**src/rtl/csa_result_accumulator.sv**
```systemverilog
// Accumulates 5-bit {cout,sum} results from a carry-select adder into frames of
// N_SAMPLES values, presenting each frame total with a sticky overflow flag.
module csa_result_accumulator #(
    parameter int ACC_W     = 8,
    parameter int N_SAMPLES = 4
) (
    input  logic             clk,
    input  logic             rst_n,
    input  logic             ena,
    input  logic             clear,
    input  logic [3:0]       sum_in,
    input  logic             cout_in,
    input  logic             in_valid,
    output logic             in_ready,
    output logic [ACC_W-1:0] acc_out,
    output logic [3:0]       count,
    output logic             overflow,
    output logic             out_valid,
    input  logic             out_ready,
    output logic [1:0]       state_dbg
);

    // Handshakes: a sample transfers on an edge with in_valid && in_ready; a frame
    // transfers on an edge with out_valid && out_ready. in_ready never looks at in_valid.
    typedef enum logic [1:0] {
        ST_IDLE  = 2'd0,
        ST_ACCUM = 2'd1,
        ST_HOLD  = 2'd2
    } state_e;

    localparam logic [3:0] LAST_COUNT = 4'(N_SAMPLES);

    state_e             state_q, state_d;
    logic [ACC_W-1:0]   acc_q, acc_d;
    logic [3:0]         count_q, count_d;
    logic               overflow_q, overflow_d;

    logic               accept;
    logic               release_frame;
    logic [ACC_W:0]     sum_ext;
    logic [3:0]         count_inc;

    always_ff @(posedge clk or negedge rst_n) begin
        if (!rst_n) begin
            state_q    <= ST_IDLE;
            acc_q      <= '0;
            count_q    <= '0;
            overflow_q <= 1'b0;
        end else begin
            state_q    <= state_d;
            acc_q      <= acc_d;
            count_q    <= count_d;
            overflow_q <= overflow_d;
        end
    end

    always_comb begin
        accept        = (state_q == ST_ACCUM) && ena && in_valid;
        release_frame = (state_q == ST_HOLD) && out_ready;
        // Extra top bit captures the carry out of the accumulator MSB.
        sum_ext       = {1'b0, acc_q} + {{(ACC_W-4){1'b0}}, cout_in, sum_in};
        count_inc     = count_q + 4'd1;

        state_d    = state_q;
        acc_d      = acc_q;
        count_d    = count_q;
        overflow_d = overflow_q;

        if (clear) begin
            state_d    = ST_IDLE;
            acc_d      = '0;
            count_d    = '0;
            overflow_d = 1'b0;
        end else begin
            case (state_q)
                ST_IDLE: begin
                    if (ena) state_d = ST_ACCUM;
                end
                ST_ACCUM: begin
                    if (accept) begin
                        acc_d      = sum_ext[ACC_W-1:0];
                        count_d    = count_inc;
                        overflow_d = overflow_q | sum_ext[ACC_W];
                        if (count_inc == LAST_COUNT) state_d = ST_HOLD;
                    end
                end
                ST_HOLD: begin
                    if (release_frame) begin
                        acc_d      = '0;
                        count_d    = '0;
                        overflow_d = 1'b0;
                        state_d    = ena ? ST_ACCUM : ST_IDLE;
                    end
                end
                default: state_d = ST_IDLE;
            endcase
        end
    end

    always_comb begin
        in_ready  = (state_q == ST_ACCUM) && ena;
        out_valid = (state_q == ST_HOLD);
        acc_out   = acc_q;
        count     = count_q;
        overflow  = overflow_q;
        state_dbg = state_q;
    end

endmodule

```
**config.mk**
```make
export PLATFORM = sky130hd
export DESIGN_NAME = csa_result_accumulator
export DESIGN_NICKNAME = d
export VERILOG_FILES = /design/src/rtl/csa_result_accumulator.sv
export SDC_FILE = /design/constraint.sdc
export NUM_CORES = 1
export LEC_CHECK = 0
export ABC_AREA = 1
export ABC_CLOCK_PERIOD_IN_PS = 1800
export BUFFER_PORTS_ARGS = -buffer_cell sky130_fd_sc_hd__buf_2
export CAP_MARGIN = 20
export CORE_UTILIZATION = 51
export DETAILED_ROUTE_END_ITERATION = 12
export PLACE_DENSITY = 0.85
export SYNTH_ARGS = -nofsm -noshare
export SYNTH_HDL_FRONTEND = slang
export SYNTH_SLANG_ARGS = --single-unit
export TNS_END_PERCENT = 20
```
**constraint.sdc**
```tcl
create_clock -name clk -period 1.8 [get_ports clk]
set_input_delay 0 -clock clk [delete_from_list [all_inputs] [get_ports clk]]
set_output_delay 0 -clock clk [all_outputs]
set_load 0.05 [all_outputs]
```
==> impl_metrics.json <==
{
  "status": "finished, final reports clean",
  "hold_violations": 0,
  "initial_utilization": 0.566,
  "first_global_vias": 882,
  "finalSetupViolations": 0,
  "portBuffers": 27,
  "power.density_nw_per_um2": 1600,
  "core_area_um2": 1800,
  "holdPathStages": 4,
  "overflow": 0,
  "synth_area_um2": 1020,
  "via_per_inst": 5.15,
  "synthCells": 131,
  "synthToLayoutAreaGrowth_pct": 20.5,
  "insertion_delay_ns": 0.28,
  "cts_root_buf": "clkbuf_4",
  "finalSetupTns_ns": 0,
  "fin_crit_ns": 1.65,
  "fin_skew_ns": 0.00470,
  "hold_path.startpoint": "clear",
  "cts_setup_buffers": 0,
  "async_reset_ff_frac": 1.00,
  "cts_tree": "done",
  "drv_slew": 0,
  "dieWidth_um": 46.7,
  "grt_setup_unrepaired": "no",
  "max_freq_mhz": 606,
  "cp_max_fo": 3,
  "grt_max_degree": 16,
  "h-tree-depth": 1,
  "dr.pass1.iters": 6,
  "route.vias.total": 969,
  "leakage_nw": 0.713,
  "arrival_ns": 1.83,
  "clockBufferDepth": 2,
  "r2r_slack_ns": 0.15,
  "yosys_warnings": 0,
  "ir_worst_vdd_mv": 0.997,
  "cp_data_required_time_ns": 1.98,
  "worst_slew_pin_slew_ns": 0.354,
  "fillers": 169,
  "syn_area_per_cell_um2": 7.78,
  "synth_flop_cell": "dfrtp_1",
  "wl_per_cell_um": 12.3,
  "die_height_um": 46.7,
  "antenna_found_initial": 0,
  "final_antenna_net_count": 0,
  "drt-initial-drc-count": 27,
  "die_area_um2": 2180,
  "antennaDiodeCount": 0,
  "synth-edff-count": 0,
  "grt_pass1_wl_um": 3740,
  "timing.rr.start": "acc_out[0]$_DFFE_PN0P_",
  "synth-seq-cells": 15,
  "path_class": "register to register",
  "startpoint_type": "register",
  "cts.clk_slew.worst_paths_ns": 0.10,
  "min_to": "acc_out[5]$_DFFE_PN0P_",
  "cts.sinks": 15,
  "routed_wl_um": 2320,
  "place_hpwl_um": 1740,
  "nNetsFinal": 183,
  "ios": 28,
  "drc_errors": 0,
  "maxSlewHeadroom": 0.764,
  "min_path_type": "input pin to register",
  "yosysSeqAreaShare": 0.368,
  "cts_inserted_buffers": 3,
  "rows": 15,
  "min_period_over_period": 0.916,
  "synth_nets": 150,
  "end_kind": "register",
  "grtUsageTotal": 0.244,
  "r2r_end": "acc_out[6]$_DFFE_PN0P_",
  "r2r_cells": 8,
  "layout-drive-gt1-share": 0.288,
  "maxCapViolations": 0,
  "hold_slack_ns": 0.0310,
  "gp_congestion": 0.854,
  "netlist-cell-type-count": 22
}
## cell families (layout without fill, tap and decap cells)
| family | after synthesis | count (layout) | synth area share |
|---|---|---|---|
| AOI/OAI and AO/OA | 14 | 14 | 0.0761 |
| DFF | 15 | 15 | 0.368 |
| adders and majority gates | 8 | 8 | 0.106 |
| xor gates and xnor gates | 4 | 4 | 0.0344 |
| buffers and inverters | 17 | 49 | 0.0687 |
| and+or+nand+nor | 73 | 73 | 0.347 |
## registers in the layout, summed over array words and instances, names as in the netlist
| register | flops |
|---|---|
| count | 4 |
| overflow | 1 |
| state_dbg | 2 |
| acc_out | 8 |
## placed cells by master, fill, tap and decap left out
cell type      Yosys  routed
nor2_2             3       3
o21ai_2            2       2
clkbuf_1           0       1
nand4_1            4       4
clkbuf_4           0       3
fa_2               0       1
a21oi_1            4       4
buf_4              1       1
dfrtp_1           15      14
ha_2               0       1
inv_1             14      14
dlygate4sd3_1      0       1
o21ai_1            5       5
xnor2_1            2       2
dfrtp_2            0       1
nand2_1           38      38
nand2_4            2       2
nand3_1           14      14
nor2_4             1       1
o21ai_0            3       3
inv_2              1       1
nand3b_1           1       1
nor2_1             7       7
buf_2              0      27
nand3_2            3       3
ha_1               7       6
inv_4              1       1
xor2_1             2       2
## per-layer routing
| layer | global-route usage | vias up | wire length [um] |
|---|---|---|---|
| met2 | 0.422 | 27 | 1120 |
| met5 | 0 | - | 0 |
| met1 | 0.311 | 451 | 1090 |
| li1 | - | 489 | - |
| met3 | 0.0235 | 2 | 89 |
| met4 | 0.0971 | 0 | 17 |
## power by group
group / internal (mW) / total (mW) / switching [mW]
logic: 0.338 / 1.22 / 0.878
registers: 0.437 / 0.552 / 0.115
clock network: 0.0860 / 0.202 / 0.116
total: 0.861 / 1.97 / 1.11
## how the worst max path moves through the flow
stage | depth (start not counted) | start | to
2_1_floorplan | 8 | acc_out[0]$_DFFE_PN0P_ | acc_out[6]$_DFFE_PN0P_
3_3_place_gp | 8 | acc_out[0]$_DFFE_PN0P_ | acc_out[6]$_DFFE_PN0P_
3_5_place_dp | 8 | acc_out[0]$_DFFE_PN0P_ | acc_out[6]$_DFFE_PN0P_
4_1_cts | 8 | acc_out[0]$_DFFE_PN0P_ | acc_out[6]$_DFFE_PN0P_
5_1_grt | 9 | acc_out[0]$_DFFE_PN0P_ | acc_out[6]$_DFFE_PN0P_
6_report | 8 | acc_out[0]$_DFFE_PN0P_ | acc_out[6]$_DFFE_PN0P_
## through the flow
| step | power [mW] | area (um^2) | cells | utilization | worst slack, ns |
|---|---|---|---|---|---|
| after floorplan | 1.49 | 1020 | 131 | - | 0.0608 |
| after global placement | 1.73 | 1190 | 183 | 0.659 | 0.188 |
| after detailed placement | 1.76 | 1190 | 183 | 0.659 | 0.0554 |
| after CTS | 1.96 | 1220 | 188 | 0.679 | 0.0547 |
| after global routing | 2.11 | 1230 | 188 | 0.682 | 0.0393 |
| final | 1.97 | 1230 | 188 | 0.682 | 0.151 |
## area by class of cell
cell class,count,area (um^2),area share
Sequential cell,15,377,0.307
Multi-Input combinational cell,99,579,0.471
Tap cell,25,31.3,0.0255
Inverter,16,62.6,0.0509
Clock buffer,4,26.3,0.0214
Timing Repair Buffer,29,153,0.124
## Yosys cell counts (2+ instances only)
library cell | count | area share
nand2_1 | 38 | 0.14
dfrtp_1 | 15 | 0.37
inv_1 | 14 | 0.052
nand3_1 | 14 | 0.069
ha_1 | 7 | 0.086
nor2_1 | 7 | 0.026
o21ai_1 | 5 | 0.025
a21oi_1 | 4 | 0.020
nand4_1 | 4 | 0.025
nand3_2 | 3 | 0.029
nor2_2 | 3 | 0.018
o21ai_0 | 3 | 0.015
nand2_4 | 2 | 0.022
o21ai_2 | 2 | 0.017
xnor2_1 | 2 | 0.017
xor2_1 | 2 | 0.017
## critical path, stage by stage (launching register included)
cell and delay, ns:
dfrtp_2 0.43, ha_2 0.20, fa_2 0.36, nand3_1 0.08, nand2_1 0.08, nand2_1 0.09, nand2_1 0.08, a21oi_1 0.15
nor2_1 0.07
## repair_timing
| action | CTS | global route |
|---|---|---|
| setup endpoints to repair | 0 | 1 |
| hold endpoints to repair | 15 | 0 |
| gates resized for setup | 0 | 2 |
| hold buffers | 1 | 0 |
Note: power is estimated with default switching activity, not from simulation.
